### src/rtl/video_ram_scanout_pkg.sv
// Shared constants, types and helpers for the video RAM scanout engine.
// Build option: define VIDEO_SCANOUT_DOUBLE_EN to show every stored pixel
// as a 2x2 block (128x64 visible from the 1024-word buffer).
package video_scanout_pkg;

  localparam int PIPE_LAT     = 3;   // counters -> pins, in clocks
  localparam int RAM_AW       = 10;
  localparam int RAM_DW       = 18;
  localparam int PIX_W        = 9;
  localparam int PIX_EVEN_LSB = 0;   // pixel with h-select 0
  localparam int PIX_ODD_LSB  = 9;   // pixel with h-select 1

`ifdef VIDEO_SCANOUT_DOUBLE_EN
  localparam int REP_SHIFT = 1;      // each stored pixel/row shown twice
`else
  localparam int REP_SHIFT = 0;      // 1:1 mapping
`endif

  localparam int DEF_H_ACTIVE = 64 << REP_SHIFT;
  localparam int DEF_V_ACTIVE = 32 << REP_SHIFT;

  typedef struct packed {
    logic [2:0] r;
    logic [2:0] g;
    logic [2:0] b;
  } rgb333_t;

  // Per-pixel side information that travels alongside the RAM access.
  typedef struct packed {
    logic valid;   // visible pixel
    logic hsync;   // active-high horizontal sync
    logic vsync;   // active-high vertical sync
    logic first;   // first visible pixel of the frame
    logic sel;     // 0: even pixel field, 1: odd pixel field
  } pipe_tag_t;

  function automatic rgb333_t pixel_slice(input logic [RAM_DW-1:0] word,
                                          input logic odd);
    rgb333_t pix;
    if (odd) pix = word[PIX_ODD_LSB +: PIX_W];
    else     pix = word[PIX_EVEN_LSB +: PIX_W];
    return pix;
  endfunction

endpackage

### src/rtl/video_ram_scanout_if.sv
// Port B of the 1024x18 video RAM as seen by the scanout engine.
// Handshake: none. The scanout engine (master) presents read_ad every clock
// and the RAM (slave) returns read_data for that address one clock later;
// there is no valid/ready and no back-pressure. read_wre is held at 0.
interface video_ram_scanout_if;
  import video_scanout_pkg::*;

  logic [RAM_AW-1:0] read_ad;
  logic              read_wre;
  logic [RAM_DW-1:0] read_data;

  modport master (output read_ad, output read_wre, input read_data);
  modport slave  (input read_ad, input read_wre, output read_data);

endinterface

### src/rtl/video_ram_scanout_timing_gen.sv
// Raster timing for the scanout engine: h/v counters plus active, sync,
// frame-origin and frame-wrap decode. Line and frame order is
// active, front porch, sync, back porch. en=0 parks the raster at (0,0).
module video_timing_gen #(
  parameter int H_ACTIVE = 64,
  parameter int H_FP     = 4,
  parameter int H_SYNC   = 8,
  parameter int H_BP     = 4,
  parameter int V_ACTIVE = 32,
  parameter int V_FP     = 2,
  parameter int V_SYNC   = 2,
  parameter int V_BP     = 2,
  parameter int HW       = $clog2(H_ACTIVE + H_FP + H_SYNC + H_BP),
  parameter int VW       = $clog2(V_ACTIVE + V_FP + V_SYNC + V_BP)
) (
  input  logic          clk,
  input  logic          reset,
  input  logic          en,
  output logic [HW-1:0] h,
  output logic [VW-1:0] v,
  output logic          active,
  output logic          hsync,
  output logic          vsync,
  output logic          origin,
  output logic          frame_wrap
);

  localparam logic [HW-1:0] H_LAST = HW'(H_ACTIVE + H_FP + H_SYNC + H_BP - 1);
  localparam logic [HW-1:0] H_ACT  = HW'(H_ACTIVE);
  localparam logic [HW-1:0] HS_BEG = HW'(H_ACTIVE + H_FP);
  localparam logic [HW-1:0] HS_END = HW'(H_ACTIVE + H_FP + H_SYNC);
  localparam logic [VW-1:0] V_LAST = VW'(V_ACTIVE + V_FP + V_SYNC + V_BP - 1);
  localparam logic [VW-1:0] V_ACT  = VW'(V_ACTIVE);
  localparam logic [VW-1:0] VS_BEG = VW'(V_ACTIVE + V_FP);
  localparam logic [VW-1:0] VS_END = VW'(V_ACTIVE + V_FP + V_SYNC);

  // Raster counters: h wraps into v, v wraps to 0; held at origin when idle.
  always_ff @(posedge clk) begin
    if (!reset || !en) begin
      h <= '0;
      v <= '0;
    end else if (h == H_LAST) begin
      h <= '0;
      if (v == V_LAST) v <= '0;
      else             v <= v + VW'(1);
    end else begin
      h <= h + HW'(1);
    end
  end

  assign active     = (h < H_ACT) && (v < V_ACT);
  assign hsync      = (h >= HS_BEG) && (h < HS_END);
  assign vsync      = (v >= VS_BEG) && (v < VS_END);
  assign origin     = (h == '0) && (v == '0);
  assign frame_wrap = (h == H_LAST) && (v == V_LAST);

endmodule

### src/rtl/video_ram_scanout.sv
// Scanout engine for the 1024x18 dual-port video RAM (read port B).
// S0 raster counters -> S1 read_ad registered -> S2 read_data from RAM ->
// S3 rgb/de/syncs/frame_start registered. Side information follows the
// RAM access through matching stages so everything leaves aligned.
// Build option: VIDEO_SCANOUT_DOUBLE_EN (2x pixel and line doubling).
module video_ram_scanout
  import video_scanout_pkg::*;
#(
  parameter int H_ACTIVE = DEF_H_ACTIVE,
  parameter int H_FP     = 4,
  parameter int H_SYNC   = 8,
  parameter int H_BP     = 4,
  parameter int V_ACTIVE = DEF_V_ACTIVE,
  parameter int V_FP     = 2,
  parameter int V_SYNC   = 2,
  parameter int V_BP     = 2
) (
  input  logic                 clk,
  input  logic                 reset,
  input  logic                 en,
  input  logic [4:0]           scroll_y,
  video_ram_scanout_if.master  ram,
  output rgb333_t              rgb,
  output logic                 de,
  output logic                 hsync_n,
  output logic                 vsync_n,
  output logic                 frame_start
);

  localparam int H_TOTAL = H_ACTIVE + H_FP + H_SYNC + H_BP;
  localparam int V_TOTAL = V_ACTIVE + V_FP + V_SYNC + V_BP;
  localparam int HW      = $clog2(H_TOTAL);
  localparam int VW      = $clog2(V_TOTAL);
  localparam int V_ROWS  = V_ACTIVE >> REP_SHIFT;        // stored rows shown
  localparam int WPR     = H_ACTIVE >> (REP_SHIFT + 1);  // words per stored row

  logic [HW-1:0]     h;
  logic [VW-1:0]     v;
  logic              active, hsync, vsync, origin, frame_wrap;
  logic [4:0]        scroll_lat;
  logic [RAM_AW-1:0] row_sum, row_idx, col_idx, addr_next;
  pipe_tag_t         tag0, tag1, tag2;

  video_timing_gen #(
    .H_ACTIVE (H_ACTIVE), .H_FP (H_FP), .H_SYNC (H_SYNC), .H_BP (H_BP),
    .V_ACTIVE (V_ACTIVE), .V_FP (V_FP), .V_SYNC (V_SYNC), .V_BP (V_BP),
    .HW       (HW),       .VW   (VW)
  ) u_timing (
    .clk        (clk),
    .reset      (reset),
    .en         (en),
    .h          (h),
    .v          (v),
    .active     (active),
    .hsync      (hsync),
    .vsync      (vsync),
    .origin     (origin),
    .frame_wrap (frame_wrap)
  );

  // Scroll is only picked up at a frame boundary or while parked, so a
  // frame never tears.
  always_ff @(posedge clk) begin
    if (!reset)          scroll_lat <= '0;
    else if (!en)        scroll_lat <= scroll_y;
    else if (frame_wrap) scroll_lat <= scroll_y;
  end

  // Stored row wraps inside the buffer; column is the word within the row.
  assign row_sum   = RAM_AW'(v >> REP_SHIFT) + RAM_AW'(scroll_lat);
  assign row_idx   = row_sum % RAM_AW'(V_ROWS);
  assign col_idx   = RAM_AW'(h >> (REP_SHIFT + 1));
  assign addr_next = (row_idx * RAM_AW'(WPR)) + col_idx;

  assign tag0.valid = active;
  assign tag0.hsync = hsync;
  assign tag0.vsync = vsync;
  assign tag0.first = origin;
  assign tag0.sel   = h[REP_SHIFT];

  assign ram.read_wre = 1'b0;

  // S1: address register; it only moves on visible pixels so the bus stays
  // quiet during blanking.
  always_ff @(posedge clk) begin
    if (!reset || !en) begin
      ram.read_ad <= '0;
      tag1        <= '0;
    end else begin
      tag1 <= tag0;
      if (tag0.valid) ram.read_ad <= addr_next;
    end
  end

  // S2: side information waits while the RAM produces read_data.
  always_ff @(posedge clk) begin
    if (!reset || !en) tag2 <= '0;
    else               tag2 <= tag1;
  end

  // S3: pixel select, blanking and active-low syncs onto the pins.
  always_ff @(posedge clk) begin
    if (!reset || !en) begin
      rgb         <= '0;
      de          <= 1'b0;
      hsync_n     <= 1'b1;
      vsync_n     <= 1'b1;
      frame_start <= 1'b0;
    end else begin
      rgb         <= tag2.valid ? pixel_slice(ram.read_data, tag2.sel) : '0;
      de          <= tag2.valid;
      hsync_n     <= ~tag2.hsync;
      vsync_n     <= ~tag2.vsync;
      frame_start <= tag2.first;
    end
  end

endmodule

### src/flat_wrapper.sv
// flat-port wrapper written by rule: the top's interface ports become plain ports
module video_ram_scanout_flat import video_scanout_pkg::*;
#(
  parameter int H_ACTIVE = DEF_H_ACTIVE,
  parameter int H_FP     = 4,
  parameter int H_SYNC   = 8,
  parameter int H_BP     = 4,
  parameter int V_ACTIVE = DEF_V_ACTIVE,
  parameter int V_FP     = 2,
  parameter int V_SYNC   = 2,
  parameter int V_BP     = 2
)
  (clk, reset, en, scroll_y, rgb, de, hsync_n, vsync_n, frame_start, ram_read_ad, ram_read_wre, ram_read_data);
  video_ram_scanout_if ram_i ();
  input  logic clk;
  input  logic reset;
  input  logic en;
  input  logic [4:0] scroll_y;
  output rgb333_t rgb;
  output logic de;
  output logic hsync_n;
  output logic vsync_n;
  output logic frame_start;
  output wire logic [$bits(ram_i.read_ad)-1:0] ram_read_ad;
  output wire logic [$bits(ram_i.read_wre)-1:0] ram_read_wre;
  input wire logic [$bits(ram_i.read_data)-1:0] ram_read_data;
  assign ram_read_ad = ram_i.read_ad;
  assign ram_read_wre = ram_i.read_wre;
  assign ram_i.read_data = ram_read_data;
  video_ram_scanout #(.H_ACTIVE(H_ACTIVE), .H_FP(H_FP), .H_SYNC(H_SYNC), .H_BP(H_BP), .V_ACTIVE(V_ACTIVE), .V_FP(V_FP), .V_SYNC(V_SYNC), .V_BP(V_BP)) u_core (.clk(clk), .reset(reset), .en(en), .scroll_y(scroll_y), .ram(ram_i), .rgb(rgb), .de(de), .hsync_n(hsync_n), .vsync_n(vsync_n), .frame_start(frame_start));
endmodule
### config.mk
export PLATFORM = sky130hd
export DESIGN_NAME = video_ram_scanout_flat
export DESIGN_NICKNAME = d
export VERILOG_FILES = /design/src/rtl/video_ram_scanout_pkg.sv /design/src/rtl/video_ram_scanout_if.sv /design/src/rtl/video_ram_scanout_timing_gen.sv /design/src/rtl/video_ram_scanout.sv /design/src/flat_wrapper.sv
export SDC_FILE = /design/constraint.sdc
export NUM_CORES = 1
export LEC_CHECK = 0
export BUFFER_PORTS_ARGS = -buffer_cell sky130_fd_sc_hd__buf_4
export CORE_MARGIN = 1.5
export CORE_UTILIZATION = 47
export CTS_CLUSTER_DIAMETER = 120
export DETAILED_ROUTE_END_ITERATION = 10
export HOLD_SLACK_MARGIN = 0.1
export PLACE_DENSITY = 0.74
export SYNTH_ARGS = -nofsm -noshare
export SYNTH_HDL_FRONTEND = slang
export SYNTH_SLANG_ARGS = --single-unit
### constraint.sdc
create_clock -name clk -period 2.1 [get_ports clk]
set_clock_uncertainty 0.15 [all_clocks]
set_input_delay 0.315 -clock clk [delete_from_list [all_inputs] [get_ports clk]]
set_output_delay 0.315 -clock clk [all_outputs]
set_load 0.05 [all_outputs]
==> results of run 1 <==
-- placed cells by master (no fill, tap or decap), types with 5 or more instances in the layout --
cell / netlist / routed
buf_4: 1 / 58
ha_1: 11 / 9
dlygate4sd3_1: 0 / 13
dfxtp_1: 51 / 49
and3_1: 8 / 8
nand2_1: 22 / 22
clkbuf_8: 0 / 5
nor2b_1: 6 / 6
xor2_1: 6 / 5
a21oi_1: 11 / 11
nand3_1: 7 / 6
mux2i_1: 16 / 16
xnor2_1: 10 / 10
nor2_1: 32 / 32
inv_1: 5 / 5
-- flip-flops by register name, summed over array words and instances, names as in the netlist --
| signal | flops |
|---|---|
| u_core.tag2 | 5 |
| u_core.scroll_lat | 5 |
| u_core.ram.read_ad | 10 |
| u_core.tag1 | 5 |
| u_core.vsync_n | 1 |
| u_core.hsync_n | 1 |
| u_core.de | 1 |
| u_core.u_timing.v | 6 |
| u_core.rgb | 9 |
| u_core.frame_start | 1 |
| u_core.u_timing.h | 7 |
-- power breakdown --
group	total, mW	switching (mW)	internal, mW
Clock	0.797	0.323	0.475
Sequential	0.992	0.00974	0.982
Combinational	0.154	0.0712	0.0832
Total	1.94	0.404	1.54
-- per-layer routing --
layer | GRT usage (%) | share of wire [%] | vias up
li1 | - | - | 856
met4 | 7.05 | 1.4 | 0
met2 | 31.9 | 47 | 44
met3 | 5.52 | 5.8 | 6
met5 | 0 | 0 | -
met1 | 25.0 | 46 | 777
-- how the worst max path moves through the flow --
| stage | slack, ns | to | start | cells past startpoint |
|---|---|---|---|---|
| after detailed placement | 0.01 | u_core.ram.read_ad[9] | u_core.u_timing.v[0] | 7 |
| final | 0.03 | u_core.ram.read_ad[9] | u_core.scroll_lat[0] | 7 |
| after CTS | 0.005 | u_core.ram.read_ad[9] | u_core.u_timing.v[0] | 7 |
| after floorplan | 0.09 | u_core.ram.read_ad[9] | u_core.u_timing.v[0] | 7 |
| after global placement | 0.11 | u_core.ram.read_ad[9] | u_core.u_timing.v[0] | 7 |
| after global routing | -0.09 | u_core.ram.read_ad[9] | u_core.u_timing.v[0] | 7 |
-- Yosys cell counts (2+ instances only) --
| library cell | instances |
|---|---|
| nor4_1 | 2 |
| nand3_1 | 7 |
| dfxtp_1 | 51 |
| clkbuf_1 | 6 |
| inv_1 | 5 |
| nor2_1 | 32 |
| ha_1 | 11 |
| nand2_1 | 22 |
| a21oi_1 | 11 |
| o21ai_0 | 2 |
| xor2_1 | 6 |
| nand4_1 | 2 |
| and3_1 | 8 |
| nor2b_1 | 6 |
| nand3b_1 | 2 |
| xnor2_1 | 10 |
| a21o_1 | 2 |
| nor3_1 | 2 |
| mux2i_1 | 16 |
| and2_1 | 2 |
-- critical path, stage by stage, from the launching register on --
cell      delay [ns]
dfxtp_2         0.35
ha_4            0.16
fa_1            0.47
xor2_2          0.28
nand3b_1        0.11
mux2i_1         0.18
xnor2_1         0.09
a22o_1          0.18
-- repair_timing --
action / CTS / global route
gates resized for setup: 1 / 6
hold endpoints to repair: 7 / 0
endpoints found under the setup margin: 1 / 1
pin swaps: 0 / 3
hold buffers: 13 / 0
buffers inserted: 0 / 1
-- cell type report --
cell class                      instances  share of cell area (%)
Timing Repair Buffer                   71                    20.0
Tap cell                               52                    2.30
Sequential cell                        51                    36.1
Inverter                                5                   0.663
Clock inverter                          3                    2.39
Multi-Input combinational cell        153                    36.1
Clock buffer                            5                    2.43
-- through the flow --
| step | worst slack [ns] | std cells | hold slack (ns) |
|---|---|---|---|
| finish | 0.0274 | 340 | 0.0981 |
| global route | -0.0857 | 340 | 0.104 |
| CTS | 0.00512 | 339 | 0.101 |
| detailed placement | 0.00989 | 318 | 0.202 |
| global placement | 0.107 | 318 | 0.195 |
| floorplan | 0.0900 | 219 | 0.193 |
-- logic make-up (layout without fill, tap and decap cells) --
| family | after synthesis | count (layout) | share of synthesized area [%] |
|---|---|---|---|
| and+or+nand+nor | 88 | 88 | 19.7 |
| DFF | 51 | 51 | 49.0 |
| AOI/OAI and AO/OA | 19 | 19 | 5.34 |
| muxes | 17 | 17 | 8.22 |
| xor gates and xnor gates | 16 | 16 | 6.72 |
| buffers and inverters | 15 | 84 | 3.30 |
| adders and majority gates | 12 | 12 | 7.56 |
| other | 1 | 1 | 0.180 |
==> flow_metrics.env, run 1 <==
export IMPL_min_to="u_core.rgb[5]"
export IMPL_startpoint_type="flip-flop"
export IMPL_postSynthAreaPerCell_um2=9.52
export IMPL_cp_required_ns=2.16
export IMPL_worst_r2r_startpoint="u_core.scroll_lat[0]"
export IMPL_cts_tree="done"
export IMPL_via_per_inst=4.95
export IMPL_seq_area_um2=1020
export IMPL_dr_first_iter_drc_count=67
export IMPL_grt_max_degree=17
export IMPL_ys_flop_type="dfxtp_1"
export IMPL_grt_pass1_vias=1574
export IMPL_synth_seq_cells=51
export IMPL_via_count=1683
export IMPL_n_antenna_cell=0
export IMPL_drv_slew=0
export IMPL_port_buffers=48
export IMPL_syn_inst=219
export IMPL_die_w_um=69.6
export IMPL_cts_buffers=5
export IMPL_ys_async_sr_fraction_pct=0
export IMPL_clockRootBuffer="clkbuf_8"
export IMPL_critical_path_class="flip-flop to flip-flop"
export IMPL_final_area_um2=2830
export IMPL_core_region_area_um2=4320
export IMPL_holdCritStartpoint="ram_read_data[5]"
export IMPL_first_pass_iters=4
export IMPL_num_fill_cells=347
export IMPL_ant_nets=0
export IMPL_cts_sinks=51
export IMPL_die_y_um=69.6
export IMPL_syn_nets=257
export IMPL_area_delta_synth_final_pct=35.8
export IMPL_outcome="finished, final reports clean"
export IMPL_rows=24
export IMPL_drc=0
export IMPL_die_area_um2=4850
export IMPL_tns_ns=0
export IMPL_cts_max_level=2
export IMPL_fin_nets=325
export IMPL_max_slew_margin_rel_pct=64.9
export IMPL_postLayoutCoreUtil_pct=65.5
export IMPL_crit_path_end_kind="flip-flop"
export IMPL_dp_hpwl_um=3180
export IMPL_p_leak_nw=1.25
export IMPL_reg2reg_depth=7
export IMPL_worst_ep_arrival_time_ns=2.13
export IMPL_maxCapViolations=0
export IMPL_yosysSeqAreaShare_pct=49.0
export IMPL_synth_edf_count=0
export IMPL_fin_crit_ns=2.07
export IMPL_rsz0062_at_grt="yes"
export IMPL_reg2reg_to="u_core.ram.read_ad[9]"
export IMPL_ioPinCount=50
export IMPL_yosysTopAreaCellShare_pct=49.0
export IMPL_placed_area_um2=2530
export IMPL_gp_congestion=0.772
export IMPL_hold_viol=0
export IMPL_grtUsageTotal_pct=19.6
export IMPL_worstHoldPathCells=3
export IMPL_post_route_period_util_pct=98.7
export IMPL_grt_overflow=0
export IMPL_syn_area_um2=2090
export IMPL_tightest_slew_ns=0.526
export IMPL_antenna_found_initial=0
export IMPL_vdd_ir_drop_max_mv=0.304
export IMPL_start_util_pct=48.2
export IMPL_yosys_area_top_type="dfxtp_1"
export IMPL_synth_area_top_cells="dfxtp_1 49%, mux2i_1 7.7%, ha_1 6.6%"
export IMPL_power_density_nw_per_um2=686
export IMPL_max_freq_mhz=482
export IMPL_ys_types=34
export IMPL_r2r_slack_ns=0.03
export IMPL_drive_gt1_share_pct=26.0
export IMPL_grt_first_pass_wirelength_um=7490
export IMPL_totalWireLength_um=4550
export IMPL_clock_path_buffers=2
export IMPL_min_path_type="primary input to flip-flop"
export IMPL_clk_pin_slew_ns=0.09
export IMPL_ys_warn_count=0
export IMPL_wire_per_inst_um=13.4
export IMPL_multi_input_area_um2=1020
export IMPL_setup_violations_final=0
export IMPL_cp_max_fo=4
export IMPL_total_power_mw=1.94
export IMPL_clk_latency_ns=0.31
No activity file was read; power rests on OpenSTA's default activity.
==> run 2, diff against run 1 <==
--- a/config.mk
+++ b/config.mk
@@ -12,6 +12,7 @@
 export DETAILED_ROUTE_END_ITERATION = 10
 export HOLD_SLACK_MARGIN = 0.1
 export PLACE_DENSITY = 0.74
+export REMOVE_ABC_BUFFERS = 1
 export SYNTH_ARGS = -nofsm -noshare
 export SYNTH_HDL_FRONTEND = slang
 export SYNTH_SLANG_ARGS = --single-unit
==> run 2 against run 1 <==
Clock power fell by 20%. Clock-buffer cell count rose by 1. Fmax rose by 2.3%. Via count fell by 3.4%. Sequential share of layout area rose by 1.3 points. Power fell by 8.8%. Cell count fell by 1.8%. First-iteration DRC count fell by 49%. Non-clock buffer count fell by 5. Critical endpoint unchanged. Largest power group unchanged. Highest routed layer unchanged.
==> flow_metrics.env, run 2 (same netlist as run 1, synthesis figures left out) <==
export IMPL_outcome="finished, final reports clean"
export IMPL_dr_first_iter_drc_count=34
export IMPL_clk_latency_ns=0.29
export IMPL_critical_path_class="flip-flop to flip-flop"
export IMPL_first_pass_iters=4
export IMPL_p_leak_nw=1.22
export IMPL_grt_overflow=0
export IMPL_ioPinCount=50
export IMPL_vdd_ir_drop_max_mv=0.422
export IMPL_fin_crit_ns=2.03
export IMPL_fin_nets=320
export IMPL_power_density_nw_per_um2=649
export IMPL_seq_area_um2=1020
export IMPL_crit_path_end_kind="flip-flop"
export IMPL_grt_first_pass_wirelength_um=7140
export IMPL_die_y_um=69.6
export IMPL_pre_cts_slack_ns=0.0426
export IMPL_rows=24
export IMPL_post_cts_buffers=0
export IMPL_startpoint_type="flip-flop"
export IMPL_fin_ws_ns=0.0743
export IMPL_setup_violations_final=0
export IMPL_start_util_pct=48.2
export IMPL_cts_tree="done"
export IMPL_area_delta_synth_final_pct=31.0
export IMPL_clockRootBuffer="clkbuf_8"
export IMPL_cts_buffers=5
export IMPL_drv_slew=0
export IMPL_largest_register="u_core.ram.read_ad"
export IMPL_cp_max_fo=3
export IMPL_min_path_type="primary input to flip-flop"
export IMPL_via_per_inst=4.87
export IMPL_ant_nets=0
export IMPL_tightest_slew_ns=0.524
export IMPL_antenna_found_initial=0
export IMPL_multi_input_area_um2=1010
export IMPL_final_cell_mix="57 x buf_4, 50 x dfxtp_1, 32 x nor2_1"
export IMPL_clk_pin_slew_ns=0.08
export IMPL_post_route_period_util_pct=96.5
export IMPL_maxCapViolations=0
export IMPL_tns_ns=0
export IMPL_total_power_mw=1.77
export IMPL_cp_required_ns=2.14
export IMPL_dp_hpwl_um=2960
export IMPL_totalWireLength_um=4220
export IMPL_dp_cells=318
export IMPL_port_buffers=48
export IMPL_final_common_cell="buf_4"
export IMPL_cts_max_level=2
export IMPL_grt_pass1_vias=1567
export IMPL_num_fill_cells=356
export IMPL_worst_ep_arrival_time_ns=2.07
export IMPL_max_freq_mhz=494
export IMPL_wire_per_inst_um=12.6
export IMPL_core_region_area_um2=4320
export IMPL_grtUsageTotal_pct=18.5
export IMPL_clock_path_buffers=2
export IMPL_gp_congestion=0.795
export IMPL_rsz0062_at_grt="yes"
export IMPL_die_w_um=69.6
export IMPL_fin_cells=334
export IMPL_via_count=1625
export IMPL_whs_ns=0.107
export IMPL_drive_gt1_share_pct=24.5
export IMPL_grt_max_degree=15
export IMPL_drc=0
export IMPL_largestRegisters="u_core.ram.read_ad: 10 flops, u_core.rgb: 9 flops, u_core.u_timing.h: 7 flops"
export IMPL_die_area_um2=4850
export IMPL_hold_viol=0
export IMPL_n_antenna_cell=0
export IMPL_cts_sinks=51
export IMPL_max_slew_margin_rel_pct=65.0
export IMPL_largest_reg_flops=10
==> run 2: final cells by class <==
class,instances,area share [%]
well taps,52,2.38
flip-flops and latches,51,37.4
inverters,5,0.687
clock buffers,6,2.66
multi-input cells,153,36.8
clock inverters,1,1.10
repair buffers,66,19.0
==> run 2: critical path: stages, from the launching register on <==
cell and delay (ns):
dfxtp_1 0.32, ha_1 0.22, fa_1 0.52, ha_2 0.21, nand3b_1 0.08, mux2i_1 0.16
xnor2_1 0.08, a22o_1 0.19
==> run 2: final timing paths <==
kind | slack (ns) | depth (start not counted) | from | to
min reg2reg | 0.21 | 1 | u_core.tag2[3] | u_core.hsync_n
max | 0.07 | 7 | u_core.u_timing.v[0] | u_core.ram.read_ad[9]
max reg2reg | 0.07 | 7 | u_core.u_timing.v[0] | u_core.ram.read_ad[9]
min | 0.11 | 3 | ram_read_data[0] | u_core.rgb[0]
==> run 2: power by group <==
| part | leakage, nW | switching (mW) | total, mW | internal [mW] |
|---|---|---|---|---|
| registers | 0.414 | 0.00945 | 0.991 | 0.981 |
| clock network | 0.0513 | 0.290 | 0.639 | 0.349 |
| logic | 0.753 | 0.0673 | 0.143 | 0.0761 |
==> run 2: timing repair <==
item                                    in CTS  in global routing
endpoints found under the setup margin       0                  7
endpoints found under the hold margin        5                  2
hold buffers                                 7                  2
resized for setup                            0                  3
==> run 2: per-stage QoR <==
step,util (%),instance area [µm²]
floorplan,-,2040
global placement,58.5,2530
detailed placement,58.5,2530
CTS,62.5,2700
global route,63.2,2730
finish,63.2,2730
==> run 2: layer usage <==
metal	part of all wire (%)	up-vias	GRT usage [%]	routed length (µm)
met2	47	42	30.9	2000
li1	-	841	-	-
met4	0.59	0	5.77	25
met1	47	740	22.8	1970
met5	0	-	0	0
met3	5.2	2	5.81	220
